### config.mk
export PLATFORM = sky130hd
export DESIGN_NAME = gpio_in_irq
export DESIGN_NICKNAME = d
export VERILOG_FILES = /design/src/rtl/gpio_in_irq.sv
export SDC_FILE = /design/constraint.sdc
export NUM_CORES = 1
export LEC_CHECK = 0
export BUFFER_PORTS_ARGS = -buffer_cell sky130_fd_sc_hd__buf_2
export CORE_UTILIZATION = 43
export CTS_CLUSTER_SIZE = 14
export DETAILED_ROUTE_END_ITERATION = 8
export PLACE_DENSITY = 0.75
export SLEW_MARGIN = 10
export SYNTH_ARGS = -nofsm -noshare
export SYNTH_HDL_FRONTEND = slang
export SYNTH_SLANG_ARGS = --single-unit
### constraint.sdc
create_clock -name clk -period 1.8 [get_ports clk]
set_clock_uncertainty 0.2 [all_clocks]
set_input_delay 0.36 -clock clk [delete_from_list [all_inputs] [get_ports clk]]
set_output_delay 0.36 -clock clk [all_outputs]
set_load 0.02 [all_outputs]
### src/rtl/gpio_in_irq.sv
// Per-pin input synchronizer, edge detector and sticky W1C interrupt status.
// Optional per-pin debounce filter enabled by defining GPIO_DEBOUNCE_EN.
module gpio_in_irq #(
  parameter int length       = 4,
  parameter int SYNC_STAGES  = 2,
  parameter int DEBOUNCE_CNT = 4
) (
  input  logic              clk,
  input  logic              rst,
  input  logic [length-1:0] gpio_in,
  input  logic [length-1:0] irq_en,
  input  logic [length-1:0] irq_rise,
  input  logic [length-1:0] irq_both,
  input  logic [length-1:0] irq_clear,
  output logic [length-1:0] gpio_sync,
  output logic [length-1:0] edge_pulse,
  output logic [length-1:0] irq_status,
  output logic              irq
);

  if (SYNC_STAGES < 2) begin : g_bad_sync
    $error("gpio_in_irq: SYNC_STAGES must be at least 2");
  end
  if (DEBOUNCE_CNT < 1) begin : g_bad_deb
    $error("gpio_in_irq: DEBOUNCE_CNT must be at least 1");
  end

  logic [length-1:0] sync_q [SYNC_STAGES];
  logic [length-1:0] s;
  logic [length-1:0] filt;
  logic [length-1:0] prev;
  logic [length-1:0] rise;
  logic [length-1:0] fall;
  logic [length-1:0] ev;

  always_ff @(posedge clk) begin
    if (!rst) begin
      for (int unsigned j = 0; j < SYNC_STAGES; j++) begin
        sync_q[j] <= '0;
      end
    end else begin
      sync_q[0] <= gpio_in;
      for (int unsigned j = 1; j < SYNC_STAGES; j++) begin
        sync_q[j] <= sync_q[j-1];
      end
    end
  end

  always_comb s = sync_q[SYNC_STAGES-1];

`ifdef GPIO_DEBOUNCE_EN
  localparam int CW = (DEBOUNCE_CNT > 1) ? $clog2(DEBOUNCE_CNT) : 1;

  logic [CW-1:0] cnt [length];

  // A level is accepted only after DEBOUNCE_CNT consecutive cycles of disagreement.
  always_ff @(posedge clk) begin
    if (!rst) begin
      filt <= '0;
      for (int unsigned i = 0; i < length; i++) begin
        cnt[i] <= '0;
      end
    end else begin
      for (int unsigned i = 0; i < length; i++) begin
        if (s[i] == filt[i]) begin
          cnt[i] <= '0;
        end else if (cnt[i] == CW'(DEBOUNCE_CNT - 1)) begin
          filt[i] <= s[i];
          cnt[i]  <= '0;
        end else begin
          cnt[i] <= cnt[i] + CW'(1);
        end
      end
    end
  end
`else
  always_comb filt = s;
`endif

  always_ff @(posedge clk) begin
    if (!rst) begin
      prev <= '0;
    end else begin
      prev <= filt;
    end
  end

  always_comb begin
    rise = filt & ~prev;
    fall = ~filt & prev;
    ev   = (irq_both & (rise | fall)) | (~irq_both & ((irq_rise & rise) | (~irq_rise & fall)));
  end

  // Set has priority over a same-cycle W1C clear.
  always_ff @(posedge clk) begin
    if (!rst) begin
      irq_status <= '0;
    end else begin
      irq_status <= (ev & irq_en) | (irq_status & ~irq_clear);
    end
  end

  always_comb begin
    gpio_sync  = filt;
    edge_pulse = ev;
    irq        = |irq_status;
  end

endmodule

==> results of run 1 <==
[per-stage QoR]
stage	total power [mW]	util [%]	hold WS, ps
2_1_floorplan	0.441	-	212
3_3_place_gp	0.476	57.0	214
3_5_place_dp	0.480	57.0	219
4_1_cts	0.684	68.1	77.7
5_1_grt	0.740	76.1	73.3
6_report	0.698	76.1	86.6
[timing repair]
item	in CTS	in global routing
pin swaps	4	3
buffers inserted	9	3
setup endpoints to repair	5	7
gates resized for setup	24	28
hold buffers	0	0
[layout by cell type, fill, tap and decap left out]
master,synthesis,final
buf_2,1,29
ha_4,0,7
dfxtp_2,0,3
mux2i_2,0,4
ha_2,0,1
dfxtp_1,16,7
or4_4,0,1
mux2i_1,8,2
mux2i_4,0,2
buf_4,4,13
buf_6,0,3
inv_4,0,1
and2_1,12,12
inv_2,0,7
clkbuf_4,0,3
nor2b_1,4,4
a32o_1,4,4
dfxtp_4,0,6
[path summary, 6_finish.rpt]
path | depth (start not counted) | endpoint | startpoint
max | 2 | irq | irq_status[2]$_SDFF_PN0_
min | 2 | sync_q[0][3]$_SDFF_PN0_ | gpio_in[3]
max reg2reg | 8 | irq_status[2]$_SDFF_PN0_ | sync_q[0][6]$_SDFF_PN0_
min reg2reg | 1 | sync_q[0][6]$_SDFF_PN0_ | sync_q[0][2]$_SDFF_PN0_
[critical path, stage by stage, from the launching register on]
cell,delay (ps)
dfxtp_2,340
or4_4,540
buf_6,150
[power by group through the flow]
stage          logic [mW]  clock network [mW]  registers (mW)
2_1_floorplan      0.0558                   0           0.385
3_3_place_gp       0.0939                   0           0.382
3_5_place_dp       0.0966                   0           0.383
4_1_cts             0.120               0.186           0.377
5_1_grt             0.163               0.200           0.377
6_report            0.152               0.172           0.374
[logic make-up after synthesis]
family,Yosys count,share of synthesized area (%)
fa+ha+maj,8,14.0
flops,16,44.7
compound gates,4,5.58
buf+inv,14,9.60
mux,8,11.2
simple gates,17,15.0
[sequential cells by signal, indices dropped and copies added (netlist names)]
| name | cells |
|---|---|
| prev | 4 |
| sync_q | 8 |
| irq_status | 4 |
[metal layers]
layer / part of all wire [%] / vias up
met2: 56 / 22
met5: 0 / -
met3: 5.7 / 0
met1: 38 / 275
met4: 0 / 0
li1: - / 302
[cell type report]
| cell class | instances | area (µm²) | share of cell area, % |
|---|---|---|---|
| repair buffers | 45 | 277 | 23.8 |
| well taps | 16 | 20.0 | 1.73 |
| multi-input cells | 37 | 462 | 39.8 |
| flip-flops and latches | 16 | 347 | 29.9 |
| inverters | 8 | 32.5 | 2.80 |
| clock buffers | 3 | 22.5 | 1.94 |
==> flow_summary.ini, run 1 <==
[floorplan]
die_w_um = 42.8
die_h_um = 42.8
coreArea_um2 = 1520
ios = 35
rows = 14
dieArea_um2 = 1830
start_util_pct = 47.0

[place]
port_buffers = 34
gp_congestion = 0.600
dpl_worst_slack_ps = 162
place_hpwl_um = 886
dp_cells = 111
placed_cell_area_um2 = 868

[final_layout]
final_cells = 125
drive_above_1_share_pct = 73.4
postLayoutCellArea_um2 = 1160
area_growth_pct = 61.8
layout.nets = 141
nFillCells = 97
antenna_cells = 0

[sta]
setup_viol = 4
drv_slew = 0
grt_setup_unrepaired = yes
max_freq_mhz = 540
setup_tns_ps = -117
slew_headroom_pct = 81.8
fin_crit_sh_pct = 103
setup_ws_ps = -51.7
worst_pin_slew_ps = 273
finalHoldViolations = 0
period_needed_ps = 1850

[yosys]
yosys.area.top_type_share_pct = 44.7
yosys.area.top_type = dfxtp_1
synthTopCellsByArea = dfxtp_1 45%, ha_1 14%, mux2i_1 11%
yosysWarnings = 0
synth_nets = 97
synthArstFlopShare_pct = 0
synth.distinct_cells = 11
synthFlopType = dfxtp_1
syn_area_um2 = 717
ys_seq_elements = 16
synth.avg_cell_area_um2 = 10.7
synth_edf_count = 0
seq_area_frac_synth_pct = 44.7
yosys.cell_count.top_type = dfxtp_1
netlist_top_cells_count = 16 x dfxtp_1, 12 x and2_1, 8 x ha_1, 8 x inv_1, 8 x mux2i_1
syn_inst = 67

[global_routing]
met3_usage_pct = 4.26
grt_pass1_wl_um = 2300
grt-busiest-layer = met2
use_met1_pct = 16.5
grt_pass1_vias = 569
use_met2_pct = 33.3
grt_max_degree = 21
grt_overflow_total = 0
grtUsageTotal_pct = 17.2
antenna_found_initial = 0

[pwr]
p_int_uw = 526
p_clk_share_pct = 24.7
p_sw_share_pct = 24.6
p_leak_nw = 0.524
combPwrFrac_pct = 21.7
power_density_nw_per_um2 = 602
peakVddDrop_v = 0.000359
p_seq_share_pct = 53.6
p_sw_uw = 172

[critical_path]
required_ps = 1240
endpoint_kind = primary output
reg2reg_slack_ps = 80
crit_type = reg2out
crit_fanout = 3
critPathArrivalTime_ps = 1290
startpoint_type = flip-flop

[clock_tree]
h-tree-depth = 1
path_clk_slew_ps = 80
cts_inserted_buffers = 3
clock_latency_ps = 270
cts_sinks = 16
cts-root-buf = clkbuf_4
clk_path_buf_depth = 2
cts_tree = yes

[routing]
drt_wl_total_um = 1630
avgRoutedWirePerCell_um = 13.0
dr.pass1.iters = 2
drtAntennaViolNets = 0
drt_iter0_drc = 1
viasPerCell = 4.79
drcViolationCount = 0
vias = 599

[hold_path]
worstHoldPathType = in2reg

[outcome]
violations = setup timing
status = finished, violations left

[job]
maxCapViolCount = 0
No activity file was read; power rests on OpenSTA's default activity.
==> inputs of run 2 (changes only) <==
==> constraint.sdc (replaced) <==
create_clock -name clk -period 1.8 [get_ports clk]
set_clock_uncertainty 0.2 [all_clocks]
set_input_delay 0.18 -clock clk [delete_from_list [all_inputs] [get_ports clk]]
set_output_delay 0.18 -clock clk [all_outputs]
set_load 0.02 [all_outputs]
==> flow_summary.ini, run 2 (synthesized netlist as in run 1, its figures left out) <==
[critical_path]
reg2reg_slack_ps = 320
reg2regPathDepth = 6
crit_path_start = sync_q[0][7]$_SDFF_PN0_
endpoint_kind = primary output
crit_fanout = 4
required_ps = 1420
startpoint_type = flip-flop
timing.rr.end = irq_status[2]$_SDFF_PN0_
critPathArrivalTime_ps = 1330
crit_type = reg2out
worstReg2RegStart = sync_q[0][6]$_SDFF_PN0_
cp-endpoint = edge_pulse[3]

[pwr]
peakVddDrop_v = 0.000357
power.total_uw = 670
power_density_nw_per_um2 = 669
p_leak_nw = 0.500

[routing]
viasPerCell = 4.68
drt_iter0_drc = 4
drt_wl_total_um = 1260
drtAntennaViolNets = 0
dr.pass1.iters = 4
avgRoutedWirePerCell_um = 10.3
drcViolationCount = 0
vias = 576

[final_layout]
mostFrequentLayoutCell = buf_2
mostFrequentLayoutCells = 30 x buf_2, 12 x and2_1, 12 x dfxtp_1
layout.nets = 139
drive_above_1_share_pct = 41.1
nFillCells = 123
antenna_cells = 0
area_growth_pct = 39.6
largest_reg_flops = 8
largestRegisters = sync_q x8, irq_status x4, prev x4
regMostFlops = sync_q

[sta]
max_freq_mhz = 586
slew_headroom_pct = 80.6
worst_pin_slew_ps = 291
setup_viol = 0
setup_ws_ps = 92.9
finalHoldViolations = 0
drv_slew = 0
setup_tns_ps = 0
fin_crit_sh_pct = 94.8
period_needed_ps = 1710
grt_setup_unrepaired = no

[clock_tree]
path_clk_slew_ps = 80
cts_inserted_buffers = 3
cts_sinks = 16
clk_path_buf_depth = 2
h-tree-depth = 1
cts-root-buf = clkbuf_4
clock_latency_ps = 270
cts_tree = yes

[global_routing]
grt_pass1_vias = 518
grt_max_degree = 21
grtUsageTotal_pct = 14.1
antenna_found_initial = 0
grt_pass1_wl_um = 1930
grt_overflow_total = 0

[floorplan]
ios = 35
die_w_um = 42.8
start_util_pct = 47.0
coreArea_um2 = 1520
rows = 14
die_h_um = 42.8
dieArea_um2 = 1830

[place]
port_buffers = 34
gp_congestion = 0.600
place_hpwl_um = 886
dpl_worst_slack_ps = 342

[outcome]
status = completed

[job]
maxCapViolCount = 0

[hold_path]
worstHoldPathType = in2reg
==> run 2: cell types whose count changed in the layout (fill, tap and decap cells not counted), moves of 2 or more <==
cell           before  now
buf_4              13    5
buf_6               3    0
dfxtp_1             7   12
dfxtp_4             6    0
dlygate4sd3_1       0    8
ha_1                0    8
ha_4                7    0
inv_1               0    8
inv_2               7    0
mux2i_1             2    6
mux2i_2             4    2
mux2i_4             2    0
==> run 2: layer usage <==
layer / GRT usage [%] / routed length (µm) / vias up
met5: 0 / 0 / -
met4: 7.50 / 0 / 0
met3: 4.26 / 94 / 0
met2: 27.6 / 637 / 22
met1: 12.2 / 532 / 260
li1: - / - / 294
==> run 2: power by group <==
group | leakage [nW] | internal, mW | switching (mW) | total [mW]
clock network | 0.0138 | 0.0774 | 0.0988 | 0.176
registers | 0.133 | 0.368 | 0.00714 | 0.375
logic | 0.354 | 0.0650 | 0.0534 | 0.118
==> run 2: repair_timing <==
item	CTS	global route
hold buffers	8	0
endpoints found under the setup margin	0	4
hold endpoints to repair	8	0
buffers inserted	0	1
gates resized for setup	0	10
==> run 2: how the worst min path moves through the flow <==
stage                                          end  slack [ps]          from  cells past startpoint
final                     irq_status[3]$_SDFF_PN0_          40  irq_clear[3]                      3
after global routing      irq_status[2]$_SDFF_PN0_          40  irq_clear[2]                      3
after CTS                 irq_status[3]$_SDFF_PN0_          30  irq_clear[3]                      3
after detailed placement   sync_q[0][2]$_SDFF_PN0_         190    gpio_in[2]                      2
after global placement     sync_q[0][3]$_SDFF_PN0_         190    gpio_in[3]                      2
after floorplan            sync_q[0][0]$_SDFF_PN0_         110    gpio_in[0]                      1
==> run 2: worst max-delay path, stage by stage (launching register included) <==
cell and delay (ps):
dfxtp_2 350, inv_1 40, ha_1 300, mux2i_2 180, buf_4 180
==> run 2: stage by stage <==
stage	hold slack, ps	cells	cell area, µm²	utilization (%)
6_report	40.7	123	1000	65.7
5_1_grt	37.0	123	1000	65.7
4_1_cts	33.2	122	971	63.7
3_5_place_dp	190	111	868	57.0
3_3_place_gp	185	111	868	57.0
2_1_floorplan	107	67	717	-
==> run 2: cell type report <==
class | count | area, µm² | area share [%]
Clock buffer | 3 | 22.5 | 2.25
Inverter | 8 | 30.0 | 3.00
Multi-Input combinational cell | 37 | 335 | 33.5
Sequential cell | 16 | 325 | 32.5
Tap cell | 16 | 20.0 | 2.00
Timing Repair Buffer | 43 | 268 | 26.8
==> inputs of run 3 (changes only) <==
--- a/config.mk
+++ b/config.mk
@@ -10,6 +10,7 @@
 export CTS_CLUSTER_SIZE = 14
 export DETAILED_ROUTE_END_ITERATION = 8
 export PLACE_DENSITY = 0.75
+export RECOVER_POWER = 100
 export SLEW_MARGIN = 10
 export SYNTH_ARGS = -nofsm -noshare
 export SYNTH_HDL_FRONTEND = slang
==> flow_summary.ini, run 3 (synthesized netlist as in run 1, its figures left out) <==
[pwr]
p_sw_uw = 160
power_density_nw_per_um2 = 675
p_sw_share_pct = 23.9
power.total_uw = 668
p_seq_share_pct = 56.3
peakVddDrop_v = 0.000357
p_int_uw = 508
p_leak_nw = 0.465
p_clk_share_pct = 26.4
combPwrFrac_pct = 17.3

[hold_path]
worstHoldPathType = in2reg

[sta]
max_freq_mhz = 585
worst_pin_slew_ps = 292
period_needed_ps = 1710
setup_viol = 0
finalHoldViolations = 0
grt_setup_unrepaired = no
drv_slew = 0
fin_crit_sh_pct = 95.0
setup_tns_ps = 0
slew_headroom_pct = 80.5

[global_routing]
grtUsageTotal_pct = 14.1
grt_max_degree = 21
grt_overflow_total = 0
grt_pass1_vias = 518
antenna_found_initial = 0
grt_pass1_wl_um = 1930

[final_layout]
largest_reg_flops = 8
mostFrequentLayoutCell = buf_2
final_core_util_pct = 64.9
area_growth_pct = 37.9
drive_above_1_share_pct = 33.6
antenna_cells = 0
mostFrequentLayoutCells = 21 x buf_2, 12 x dfxtp_1, 11 x and2_1
regMostFlops = sync_q
layout.nets = 139
final_cells = 123
largestRegisters = sync_q x8, irq_status x4, prev x4
postLayoutCellArea_um2 = 988

[place]
placed_cell_area_um2 = 868
place_hpwl_um = 886
gp_congestion = 0.600
dp_cells = 111
port_buffers = 34

[floorplan]
start_util_pct = 47.0
rows = 14
coreArea_um2 = 1520
die_h_um = 42.8
dieArea_um2 = 1830
die_w_um = 42.8
ios = 35

[routing]
drt_wl_total_um = 1270
wl_met1_um = 537
avgRoutedWirePerCell_um = 10.3
wl_met3_um = 97
drt_iter0_drc = 2
dr.pass1.iters = 2
viasPerCell = 4.67
drtAntennaViolNets = 0
top_layer = met3
drcViolationCount = 0
wl_met2_um = 634
vias = 574

[critical_path]
path_cells = inv_1 -> ha_1 -> mux2i_2 -> buf_4
crit_type = reg2out
critPathArrivalTime_ps = 1330
slowest_stage = dfxtp_2
cp_top_family = flip-flops
startpoint_type = flip-flop
required_ps = 1420
slowest_delay_ps = 360
crit_fanout = 4
endpoint_kind = primary output
crit_buf_inv = 2

[clock_tree]
cts_tree = yes
clock_latency_ps = 270
h-tree-depth = 1
cts-root-buf = clkbuf_4
cts_sinks = 16
path_clk_slew_ps = 80
clk_path_buf_depth = 2
cts_inserted_buffers = 3

[job]
maxCapViolCount = 0

[outcome]
status = completed
## run 3: power by group through the flow
stage | clock network, mW | registers [mW] | logic (mW)
2_1_floorplan | 0 | 0.385 | 0.0558
3_3_place_gp | 0 | 0.382 | 0.0939
3_5_place_dp | 0 | 0.383 | 0.0966
4_1_cts | 0.186 | 0.375 | 0.110
5_1_grt | 0.199 | 0.378 | 0.126
6_report | 0.176 | 0.376 | 0.116
## run 3: worst reg2reg max path: stages (launching register included)
cell,delay (ps)
dfxtp_2,350
inv_1,40
ha_1,190
mux2i_1,130
mux2i_1,100
buf_4,130
a32o_1,240
## run 3: repair_timing
action / 4_1_cts / 5_1_grt
setup endpoints to repair: 0 / 4
gates resized for setup: 0 / 10
setup buffers: 0 / 1
hold buffers: 8 / 0
hold endpoints to repair: 8 / 0
## run 3: per-stage QoR
step	setup slack [ps]	hold WS (ps)
final	90.0	40.0
after global routing	4.82	37.0
after CTS	26.0	33.2
after detailed placement	342	190
after global placement	360	185
after floorplan	244	107
## run 3: path summary, 6_finish.rpt
check                               start                       end  slack, ps  depth (start not counted)
setup reg to reg  sync_q[0][6]$_SDFF_PN0_  irq_status[2]$_SDFF_PN0_        310                          6
setup / recovery  sync_q[0][7]$_SDFF_PN0_             edge_pulse[3]         90                          4
hold reg to reg   sync_q[0][2]$_SDFF_PN0_   sync_q[0][6]$_SDFF_PN0_        240                          1
hold / removal               irq_clear[3]  irq_status[3]$_SDFF_PN0_         40                          3
## run 3: final cells by class
| class | count | area (µm²) |
|---|---|---|
| Clock buffer | 3 | 22.5 |
| Tap cell | 16 | 20.0 |
| Fill cell | 130 | 536 |
| Multi-Input combinational cell | 37 | 335 |
| Inverter | 8 | 30.0 |
| Sequential cell | 16 | 325 |
| Timing Repair Buffer | 43 | 255 |
## run 3: metal layers
metal	vias up	track usage, %
met5	-	0
met3	0	4.26
li1	294	-
met1	258	12.2
met2	22	27.6
met4	0	7.50
